--- config.mk ---
export PLATFORM = sky130hd
export DESIGN_NAME = alu_share_arbiter
export DESIGN_NICKNAME = d
export VERILOG_FILES = /design/src/rtl/alu_share_arbiter.sv
export SDC_FILE = /design/constraint.sdc
export NUM_CORES = 1
export LEC_CHECK = 0
export CORE_ASPECT_RATIO = 1.25
export CORE_UTILIZATION = 62
export DETAILED_ROUTE_END_ITERATION = 6
export GPL_TIMING_DRIVEN = 0
export HOLD_SLACK_MARGIN = 0.03
export PLACE_DENSITY = 0.9
export SLEW_MARGIN = 25
export SYNTH_ARGS = -nofsm -noshare
export SYNTH_HDL_FRONTEND = slang
export SYNTH_SLANG_ARGS = --single-unit
--- constraint.sdc ---
create_clock -name clk -period 8.8 [get_ports clk]
set_input_delay 1.76 -clock clk [delete_from_list [all_inputs] [get_ports clk]]
set_output_delay 1.76 -clock clk [all_outputs]
set_load 0.02 [all_outputs]
--- src/rtl/alu_share_arbiter.sv ---
// Round-robin arbiter sharing one combinational ALU between two requesters,
// with a single registered response slot. Optional perf counters: ALU_SHARE_PERF_EN.

module alu_share_alu #(
    parameter int unsigned WIDTH = 32
) (
    input  logic [3:0]       i_op,
    input  logic [WIDTH-1:0] i_left,
    input  logic [WIDTH-1:0] i_right,
    output logic [WIDTH-1:0] o_result,
    output logic             o_zero_flag
);
    localparam int unsigned SHW = (WIDTH > 1) ? $clog2(WIDTH) : 1;

    localparam logic [3:0] OP_ADD  = 4'b0000;
    localparam logic [3:0] OP_SUB  = 4'b0001;
    localparam logic [3:0] OP_AND  = 4'b1110;
    localparam logic [3:0] OP_OR   = 4'b1100;
    localparam logic [3:0] OP_XOR  = 4'b1000;
    localparam logic [3:0] OP_SLL  = 4'b0010;
    localparam logic [3:0] OP_SRL  = 4'b1010;
    localparam logic [3:0] OP_SRA  = 4'b1011;
    localparam logic [3:0] OP_SLT  = 4'b0100;
    localparam logic [3:0] OP_SLTU = 4'b0110;

    logic             w_sub;
    logic [WIDTH-1:0] w_sum;
    logic [SHW-1:0]   w_shamt;
    logic             w_lt_s;
    logic             w_lt_u;

    // Compares share the subtractor, so zero_flag reflects left-right for them.
    assign w_sub   = (i_op == OP_SUB) | (i_op == OP_SLT) | (i_op == OP_SLTU);
    assign w_sum   = w_sub ? (i_left - i_right) : (i_left + i_right);
    assign w_shamt = i_right[SHW-1:0];
    assign w_lt_s  = $signed(i_left) < $signed(i_right);
    assign w_lt_u  = i_left < i_right;

    assign o_zero_flag = (w_sum == '0);

    always_comb begin
        o_result = i_right;
        case (i_op)
            OP_ADD,
            OP_SUB:  o_result = w_sum;
            OP_AND:  o_result = i_left & i_right;
            OP_OR:   o_result = i_left | i_right;
            OP_XOR:  o_result = i_left ^ i_right;
            OP_SLL:  o_result = i_left << w_shamt;
            OP_SRL:  o_result = i_left >> w_shamt;
            OP_SRA:  o_result = $unsigned($signed(i_left) >>> w_shamt);
            OP_SLT:  o_result = {{(WIDTH-1){1'b0}}, w_lt_s};
            OP_SLTU: o_result = {{(WIDTH-1){1'b0}}, w_lt_u};
            default: o_result = i_right;
        endcase
    end
endmodule

module alu_share_arbiter #(
    parameter int unsigned WIDTH     = 32,
    parameter int unsigned TIMEOUT_W = 8
) (
    input  logic             clk,
    input  logic             rst_n,
    input  logic             req0_valid,
    output logic             req0_ready,
    input  logic [3:0]       req0_op,
    input  logic [WIDTH-1:0] req0_left,
    input  logic [WIDTH-1:0] req0_right,
    input  logic             req1_valid,
    output logic             req1_ready,
    input  logic [3:0]       req1_op,
    input  logic [WIDTH-1:0] req1_left,
    input  logic [WIDTH-1:0] req1_right,
    output logic             rsp0_valid,
    input  logic             rsp0_ready,
    output logic             rsp1_valid,
    input  logic             rsp1_ready,
    output logic [WIDTH-1:0] rsp_result,
    output logic             rsp_zero,
    output logic             stall_timeout
`ifdef ALU_SHARE_PERF_EN
    ,
    output logic [31:0]      perf_grant0,
    output logic [31:0]      perf_grant1,
    output logic [31:0]      perf_conflict
`endif
);
    typedef enum logic {
        S_EMPTY = 1'b0,
        S_FULL  = 1'b1
    } slot_state_e;

    slot_state_e          r_state;
    slot_state_e          w_state_next;
    logic                 r_owner;
    logic                 r_rr_ptr;
    logic [WIDTH-1:0]     r_result;
    logic                 r_zero;
    logic [TIMEOUT_W-1:0] r_hold;
    logic [TIMEOUT_W-1:0] w_hold_next;
    logic                 r_stall;

    logic                 w_full;
    logic                 w_owner_ready;
    logic                 w_drain;
    logic                 w_can_issue;
    logic                 w_grant0;
    logic                 w_grant1;
    logic                 w_issue;
    logic [3:0]           w_op;
    logic [WIDTH-1:0]     w_left;
    logic [WIDTH-1:0]     w_right;
    logic [WIDTH-1:0]     w_alu_result;
    logic                 w_alu_zero;

    assign w_full        = (r_state == S_FULL);
    assign w_owner_ready = r_owner ? rsp1_ready : rsp0_ready;
    assign w_drain       = w_full & w_owner_ready;

    // rst_n gating keeps ready low while reset is held, even with the slot empty.
    assign w_can_issue = rst_n & (~w_full | w_drain);

    assign w_grant0 = req0_valid & (~req1_valid | ~r_rr_ptr);
    assign w_grant1 = req1_valid & (~req0_valid |  r_rr_ptr);
    assign w_issue  = w_can_issue & (w_grant0 | w_grant1);

    assign req0_ready = w_can_issue & w_grant0;
    assign req1_ready = w_can_issue & w_grant1;

    assign w_op    = w_grant1 ? req1_op    : req0_op;
    assign w_left  = w_grant1 ? req1_left  : req0_left;
    assign w_right = w_grant1 ? req1_right : req0_right;

    alu_share_alu #(
        .WIDTH (WIDTH)
    ) u_alu (
        .i_op        (w_op),
        .i_left      (w_left),
        .i_right     (w_right),
        .o_result    (w_alu_result),
        .o_zero_flag (w_alu_zero)
    );

    // Slot state register.
    always_ff @(posedge clk or negedge rst_n) begin
        if (!rst_n) begin
            r_state <= S_EMPTY;
        end else begin
            r_state <= w_state_next;
        end
    end

    // Slot next-state logic.
    always_comb begin
        w_state_next = r_state;
        case (r_state)
            S_EMPTY: if (w_issue) w_state_next = S_FULL;
            S_FULL:  if (w_drain && !w_issue) w_state_next = S_EMPTY;
            default: w_state_next = S_EMPTY;
        endcase
    end

    // Result slot, owner and round-robin pointer capture on grant only.
    always_ff @(posedge clk or negedge rst_n) begin
        if (!rst_n) begin
            r_owner  <= 1'b0;
            r_rr_ptr <= 1'b0;
            r_result <= '0;
            r_zero   <= 1'b0;
        end else if (w_issue) begin
            r_owner  <= w_grant1;
            r_rr_ptr <= w_grant0;
            r_result <= w_alu_result;
            r_zero   <= w_alu_zero;
        end
    end

    // Hold watchdog: counts undrained FULL cycles, saturating.
    always_comb begin
        w_hold_next = r_hold;
        if (w_issue || w_drain) begin
            w_hold_next = '0;
        end else if (w_full && (r_hold != '1)) begin
            w_hold_next = r_hold + TIMEOUT_W'(1);
        end
    end

    always_ff @(posedge clk or negedge rst_n) begin
        if (!rst_n) begin
            r_hold  <= '0;
            r_stall <= 1'b0;
        end else begin
            r_hold  <= w_hold_next;
            r_stall <= r_stall | (w_hold_next == '1);
        end
    end

    assign rsp0_valid    = w_full & ~r_owner;
    assign rsp1_valid    = w_full &  r_owner;
    assign rsp_result    = r_result;
    assign rsp_zero      = r_zero;
    assign stall_timeout = r_stall;

`ifdef ALU_SHARE_PERF_EN
    logic [31:0] r_perf_grant0;
    logic [31:0] r_perf_grant1;
    logic [31:0] r_perf_conflict;
    logic        w_conflict;

    assign w_conflict = req0_valid & req1_valid & w_can_issue;

    always_ff @(posedge clk or negedge rst_n) begin
        if (!rst_n) begin
            r_perf_grant0   <= '0;
            r_perf_grant1   <= '0;
            r_perf_conflict <= '0;
        end else begin
            if (w_issue && w_grant0) r_perf_grant0 <= r_perf_grant0 + 32'd1;
            if (w_issue && w_grant1) r_perf_grant1 <= r_perf_grant1 + 32'd1;
            if (w_conflict)          r_perf_conflict <= r_perf_conflict + 32'd1;
        end
    end

    assign perf_grant0   = r_perf_grant0;
    assign perf_grant1   = r_perf_grant1;
    assign perf_conflict = r_perf_conflict;
`endif
endmodule

==> results of run 1 <==
through the flow:
stage	instance area [µm²]	setup TNS [ps]	utilization	setup slack (ps)	std cells
2_1_floorplan	12300	0	-	2430	1730
4_1_cts	14500	0	0.748	347	2180
3_5_place_dp	14400	-2450	0.741	-451	2174
3_3_place_gp	14400	-1340	0.741	-298	2173
logic make-up after synthesis:
group,after synthesis
simple gates,535
xor+xnor,30
compound gates,602
flops,45
buf+inv,234
fa+ha+maj,96
mux,188
layer usage:
layer | track usage | GRT overflow
met1 | 0.666 | 0
met2 | 0.845 | 56
met3 | 0.441 | 1
met4 | 0.604 | 42
met5 | 0.0735 | 0
cells in the mapped netlist (12+ instances only):
cell type / n
o2111ai_1: 12
o22ai_1: 23
o31ai_1: 25
nor2_1: 156
and3_1: 17
mux2_2: 56
a21oi_1: 111
ha_1: 94
a22oi_1: 24
nand4_1: 17
o21a_1: 15
mux2i_1: 129
nor3_1: 51
a221oi_1: 22
a31oi_1: 16
nand2_1: 151
o21ai_1: 13
buf_2: 40
o211ai_1: 51
nand2b_1: 15
nor4_1: 13
xnor2_1: 21
o21ai_0: 122
dfrtp_1: 45
inv_1: 99
clkbuf_1: 75
a211oi_1: 32
nor2b_1: 14
nand3_1: 45
a21o_1: 14
what timing repair did:
item | in CTS
hold endpoints to repair | 0
hold buffers | 0
gates cloned | 0
setup endpoints to repair | 3
==> out/qor.yml, run 1 <==
synthFlopType: "dfrtp_1"
syn_area_mm2: 0.0123
syn_inst: 1730
synth_top_family_by_area: "compound AO/OA/AOI/OAI gates"
synth_compound_area_frac: 0.339
port_buffers: 178
die_y_um: 159
grt_max_degree: 33
synth_top_cell_by_area: "mux2i_1"
die_width_um: 128
yosys-top-cells-area: "mux2i_1, ha_1, dfrtp_1"
synthMuxAreaShare: 0.162
grt_pass1_wl_um: 100000
cts_buffers: 5
yosysSeqAreaShare: 0.0919
place.gp.congestion: 1.47
postCtsSetupRepairBufs: 0
stop_stage: "global routing (5_1_grt)"
cts_resized: 0
syn-num-nets: 1968
synthSimpleGateAreaFrac: 0.208
syn_avg_cell_area_um2: 7.08
row_count: 57
yosysUniqueCellTypes: 99
globalRouteOverflowTotal: 99
cts_max_level: 2
status: "did not finish"
error: "[ERROR GRT-0116] Global routing finished with congestion. Check the congestion regions in the DRC Viewer."
cts.path.max_buffers: 2
synthAdderAreaFrac: 0.0993
ys_async_sr_fraction: 1.00
grt_usage: 0.644
start_util: 0.632
synth_xor_area_frac: 0.0214
ys_warn_count: 0
pin_count: 180
synth-edff-count: 0
hpwl_um: 47800
ys_ff_latch: 45
grt_pass1_vias: 17205
cts.sinks: 45
ctsRootBufferMaster: "clkbuf_16"
netlist.area_leader.share: 0.105
==> inputs of run 2 (changes only) <==
- CORE_ASPECT_RATIO: 1.25 -> not set
- CORE_UTILIZATION: 62 -> 40
- HOLD_SLACK_MARGIN: 0.03 -> not set
- PLACE_DENSITY: 0.9 -> not set
- PLACE_DENSITY_LB_ADDON: not set -> 0.15
==> out/qor.yml, run 2 <==
status: "finished clean"  # was did not finish
start_util: 0.410  # was 0.632
drtIter0Drc: 2337
finalWorstSetupSlack_ps: 45.4
grt_max_degree: 48
die_y_um: 177  # was 159 µm
ys_async_sr_fraction: 1.00  # unchanged
postCtsSetupRepairBufs: 0  # unchanged
cts_buffers: 5  # unchanged
path_buf_inv: 7
r2r_cells: 20
syn_area_mm2: 0.0123  # unchanged
antenna_cells: 0
grt_usage: 0.456
hold-path-cell-count: 1
hpwl_um: 59200  # was 47800 µm
synth_common_cells: "nor2_1, nand2_1, mux2i_1"  # unchanged
drv_cap: 0
routed-via-count: 15770
crit_fanout: 10
syn_inst: 1730  # unchanged
fmaxAchievable_mhz: 114
postLayoutCoreUtil: 0.493
ctsRootBufferMaster: "clkbuf_16"  # unchanged
nNetsFinal: 2152
cp_slowest_cell: "clkdlybuf4s50_1"
syn_to_final_growth_pct: 20.3
relSlewSlack: 0.153
leakagePower_nw: 6.04
yosysSeqAreaShare: 0.0919  # unchanged
rsz0062_at_grt: "false"
final_cell_mix: "clkdlybuf4s50_1, nor2_1, nand2_1"
vias_per_cell: 6.84
hold_end: "stall_timeout"
post-route-period-util: 0.995
layout.cells.most_common: "clkdlybuf4s50_1"
p_switching_mw: 1.80
remaining_drc_errors: 0
p_seq_frac: 0.112
netlist.area_leader.share: 0.105  # unchanged
startpoint_type: "input pin"
ant_nets: 0
yosysMostFrequentCell: "nor2_1"  # unchanged
grt_pass1_wl_um: 103000
p_comb_frac: 0.814
cts.sinks: 45  # unchanged
r2r_slack_ps: 1660
slew_violations: 0
synth-edff-count: 0  # unchanged
path_class: "in2reg"
fin_crit_ps: 8750
syn_avg_cell_area_um2: 7.08  # unchanged
p_clk_frac: 0.073
clk_pin_slew_ps: 70
cts.path.max_buffers: 2  # unchanged
r2r_end: "rsp_result[20]"
place.gp.congestion: 1.12  # was 1.47
internal_power_mw: 1.25
pin_count: 180  # unchanged
wl_um: 72200
synthFlopType: "dfrtp_1"  # unchanged
hold_slack_ps: 469
hold_buffers: 0  # unchanged
insertion_delay_ps: 300
drt-wirelength-per-cell_um: 31.3
pre_cts_slack_ps: -542  # was -451 ps
hold_start: "stall_timeout"
grt_pass1_vias: 15013
hp-class: "reg2reg"
cts_max_level: 2  # unchanged
cpMostUsedCell: "clkbuf_1"
setup_viol: 0
cp_cell_sequence: "clkdlybuf4s50_1, nand2b_1, buf_2, nand2_4, mux2i_2, inv_1, clkbuf_1, clkbuf_1, clkbuf_1, ha_1, clkbuf_1, a21oi_1, o21ai_0, a22o_1, a211oi_1, o21ai_0, a2111oi_0, nor3_1, o21ai_0, a311oi_1, a21o_1"
yosys-top-cells-area: "mux2i_1, ha_1, dfrtp_1"  # unchanged
n_fill_cell: 3092
cp_data_arrival_time_ps: 8940
final_layout_size_suffix_gt1_frac: 0.0945
core_mm2: 0.0299
worst_ir_drop_vdd_v: 0.000123
antenna_found_initial: 2
yosysUniqueCellTypes: 99  # unchanged
syn-num-nets: 1968  # unchanged
fin_worst_skew_ps: 11.0
cp_top_family: "compound AO/OA/AOI/OAI gates"
worstMarginPinSlew_ps: 1260
endpoint_kind: "flop"
ys_ff_latch: 45  # unchanged
synth_top_cell_by_area: "mux2i_1"  # unchanged
die_width_um: 177  # was 128 µm
ys_warn_count: 0  # unchanged
sw_frac_of_total: 0.591
tritoncts: "yes"
dr.pass1.iters: 5
worstPathRequired_ps: 8990
globalRouteOverflowTotal: 0
row_count: 63  # was 57
port_buffers: 178  # unchanged
hold_viol: 0
largest_register_ffs: 32
fp.dieArea_mm2: 0.0313
cp_slowest_stage_delay_ps: 780
p_per_area_mw_per_mm2: 207
worstReg2RegStart: "r_rr_ptr"
run 2: cell counts after synthesis:
No cell type changed its count.
run 2: per-stage QoR:
step / total power [mW] / setup TNS, ps / instances / instance area (µm²)
final: 3.05 / 0 / 2305 / 14700
after global routing: 3.17 / 0 / 2305 / 14700
after CTS: 2.93 / 0 / 2305 / 14700
after detailed placement: 2.70 / -3590 / 2298 / 14600
after global placement: 2.69 / -2470 / 2298 / 14500
after floorplan: 1.76 / 0 / 1730 / 12300
run 2: power groups by stage:
stage / clock network [mW] / registers, mW / logic, mW
global route: 0.231 / 0.352 / 2.58
global placement: 0 / 0.342 / 2.35
finish: 0.223 / 0.343 / 2.49
floorplan: 0 / 0.406 / 1.36
detailed placement: 0 / 0.344 / 2.35
CTS: 0.224 / 0.341 / 2.36
run 2: cell type report:
| cell class | instances | area [µm²] | share of cell area |
|---|---|---|---|
| well taps | 390 | 488 | 0.0331 |
| plain buffers | 130 | 583 | 0.0396 |
| clock buffers | 6 | 129 | 0.00874 |
| repair buffers | 178 | 1780 | 0.121 |
| multi-input cells | 1451 | 10200 | 0.693 |
| inverters | 103 | 387 | 0.0262 |
| flip-flops and latches | 45 | 1130 | 0.0764 |
| clock inverters | 2 | 38.8 | 0.00263 |
run 2: worst max path at each step:
stage               start             end  cells past startpoint
6_report       req0_valid  rsp_result[20]                     21
5_1_grt        req0_valid  rsp_result[24]                     22
4_1_cts        req0_valid  rsp_result[24]                     20
3_5_place_dp   req0_valid  rsp_result[24]                     21
3_3_place_gp   req0_valid  rsp_result[24]                     21
2_1_floorplan  req1_valid        rsp_zero                     20
run 2: kinds of logic (layout without fill, tap and decap cells):
group	count (synthesis)	in the layout	synth area share
multiplexers	188	188	0.162
adder cells (fa/ha/maj)	96	96	0.0993
XOR/XNOR	30	30	0.0214
AND/OR/NAND/NOR	535	535	0.208
AO/OA/AOI/OAI	602	602	0.339
buffers and inverters	234	419	0.0791
flip-flops	45	45	0.0919
run 2: worst reg2reg max path, cell delays in order (launching register included):
cell	delay, ps
dfrtp_1	530
nand2b_1	220
buf_2	190
nand2_4	190
mux2i_2	710
inv_1	140
clkbuf_1	320
clkbuf_1	380
clkbuf_1	430
ha_1	330
clkbuf_1	230
a21oi_1	190
o21ai_0	260
a22o_1	270
a211oi_1	530
o21ai_0	380
a2111oi_0	620
nor3_1	180
o21ai_0	500
a311oi_1	230
a21o_1	210
run 2: layer usage:
metal / global-route usage / share of wire / vias to the layer above / wire length, µm
met5: 0 / 0.00047 / - / 34
met3: 0.132 / 0.13 / 231 / 9450
li1: - / - / 6834 / -
met4: 0.268 / 0.066 / 4 / 4740
met2: 0.669 / 0.41 / 1234 / 29400
met1: 0.589 / 0.40 / 7467 / 28500
run 2: timing repair:
item / 4_1_cts / 5_1_grt
gates cloned: 0 / 0
pin swaps: 0 / 0
resized for setup: 1 / 7
endpoints found under the setup margin: 4 / 7
Note: power is estimated with default switching activity, not from simulation.
==> inputs of run 3 (changes only) <==
- GPL_TIMING_DRIVEN: 0 -> not set
==> out/qor.yml, run 3 (synthesis gave the netlist of run 2 again) <==
status: "finished clean"  # unchanged
drv_cap: 0  # unchanged
cts.path.max_buffers: 2  # unchanged
cp_data_arrival_time_ps: 7870  # was 8940 ps
die_width_um: 177  # unchanged
insertion_delay_ps: 330  # was 300 ps
internal_power_mw: 1.22  # was 1.25 mW
worstMarginPinSlew_ps: 1050  # was 1260 ps
nNetsFinal: 2081  # was 2152
fp.dieArea_mm2: 0.0313  # unchanged
ctsRootBufferMaster: "clkbuf_16"  # unchanged
routed-via-count: 15183  # was 15770
row_count: 63  # unchanged
p_per_area_mw_per_mm2: 201  # was 207 mW/mm²
cts_resized: 0  # was 1
setup_viol: 0  # unchanged
dr.pass1.iters: 6  # was 5
worstPathRequired_ps: 9030  # was 8990 ps
place_area_mm2: 0.0144  # was 0.0146 mm²
pin_count: 180  # unchanged
startpoint_type: "input pin"  # unchanged
p_clk_frac: 0.074  # was 0.073
rsz0062_at_grt: "false"  # unchanged
design_area_mm2: 0.0146  # was 0.0147 mm²
die_y_um: 177  # unchanged
hpwl_um: 52400  # was 59200 µm
hp-class: "reg2reg"  # unchanged
relSlewSlack: 0.295  # was 0.153
grt_usage: 0.411  # was 0.456
sw_frac_of_total: 0.583  # was 0.591
post-route-period-util: 0.868  # was 0.995
crit_fanout: 19  # was 10
leakagePower_nw: 6.02  # was 6.04 nW
endpoint_kind: "flop"  # unchanged
fmaxAchievable_mhz: 131  # was 114 MHz
layout.cells.most_common: "clkdlybuf4s50_1"  # unchanged
drtIter0Drc: 2183  # was 2337
drt-wirelength-per-cell_um: 29.4  # was 31.3 µm
hold-path-cell-count: 2  # was 1
ant_nets: 0  # unchanged
syn_to_final_growth_pct: 19.2  # was 20.3%
globalRouteOverflowTotal: 0  # unchanged
p_seq_frac: 0.117  # was 0.112
cts_buffers: 5  # unchanged
remaining_drc_errors: 0  # unchanged
hold_buffers: 0  # unchanged
p_switching_mw: 1.71  # was 1.80 mW
worst_ir_drop_vdd_v: 0.000108  # was 0.000123 V
grt_pass1_vias: 14126  # was 15013
port_buffers: 179  # was 178
hold_viol: 0  # unchanged
cts_max_level: 2  # unchanged
path_class: "in2reg"  # unchanged
grt_pass1_wl_um: 94800  # was 103000 µm
clk_pin_slew_ps: 100  # was 70 ps
r2r_cells: 17  # was 20
antenna_found_initial: 1  # was 2
vias_per_cell: 6.79  # was 6.84
place.gp.congestion: 1.08  # was 1.12
p_total_mw: 2.93  # was 3.05 mW
final_cell_mix: "clkdlybuf4s50_1, nor2_1, nand2_1"  # unchanged
grt_max_degree: 60  # was 48
slew_violations: 0  # unchanged
p_comb_frac: 0.809  # was 0.814
wl_um: 65800  # was 72200 µm
core_mm2: 0.0299  # unchanged
tritoncts: "yes"  # unchanged
final_layout_size_suffix_gt1_frac: 0.0998  # was 0.0945
postCtsSetupRepairBufs: 0  # unchanged
hold_slack_ps: 483  # was 469 ps
fin_worst_skew_ps: 26.0  # was 11.0 ps
fin_crit_ps: 7640  # was 8750 ps
largest_register_ffs: 32  # unchanged
setup_tns_ps: 0  # unchanged
cts.sinks: 45  # unchanged
start_util: 0.410  # unchanged
-- run 3: cell count changes in the layout (fill, tap and decap cells not counted), sizes merged --
cell,change
buf,+5
diode,+2
inv,+1
clkdlybuf4s50,+1
bufinv,-1
clkbuf,-78
clkinvlp,+1
-- run 3: area by class of cell --
class                           count  area [µm²]
Clock buffer                        5         125
Inverter                          103         387
Clock inverter                      3        25.0
Timing Repair Buffer              237        2220
Multi-Input combinational cell   1451       10200
Antenna cell                        2        5.00
Sequential cell                    45        1130
Tap cell                          390         488
Fill cell                        3070       15300
-- run 3: critical path: stages --
cell and delay [ps]:
clkdlybuf4s50_1 450, buf_4 240, inv_2 200, nor2_4 580
buf_4 340, mux2i_1 230, buf_4 200, inv_1 70
ha_1 500, nor2b_1 350, nor2_1 180, o21a_1 240
o21ai_0 820, o31ai_1 280, a21oi_1 350, o21ai_0 240
or2_2 370, a311o_1 280, a22o_1 180
-- run 3: routing by layer --
layer / up-vias / GRT usage / routed length [µm]
met2: 1061 / 0.612 / 27500
li1: 6700 / - / -
met3: 189 / 0.0831 / 7440
met4: 2 / 0.199 / 3700
met5: - / 0 / 13
met1: 7231 / 0.561 / 27100
-- run 3: final timing paths --
kind | startpoint | end | slack [ps]
worst min register to register | rsp_result[6] | rsp_result[6] | 480
worst max register to register | r_rr_ptr | rsp_result[0] | 2910
max in group asynchronous | rst_n | rsp_result[25] | 6720
worst min-delay path | rsp_result[6] | rsp_result[6] | 480
worst max-delay path | req1_valid | rsp_result[0] | 1160
min in group asynchronous | rst_n | rsp_zero | 1580
-- run 3: stage by stage --
step	setup slack (ps)	instances	util
after floorplan	2430	1730	-
after CTS	1400	2234	0.489
after global routing	1040	2234	0.489
after detailed placement	1050	2226	0.484
after global placement	1070	2226	0.483
final	1160	2236	0.489
-- run 3: power groups by stage --
stage / clock (mW) / sequential [mW] / combinational [mW]
2_1_floorplan: 0 / 0.406 / 1.36
3_3_place_gp: 0 / 0.345 / 2.30
3_5_place_dp: 0 / 0.346 / 2.28
4_1_cts: 0.221 / 0.343 / 2.29
5_1_grt: 0.223 / 0.352 / 2.49
6_report: 0.216 / 0.343 / 2.37
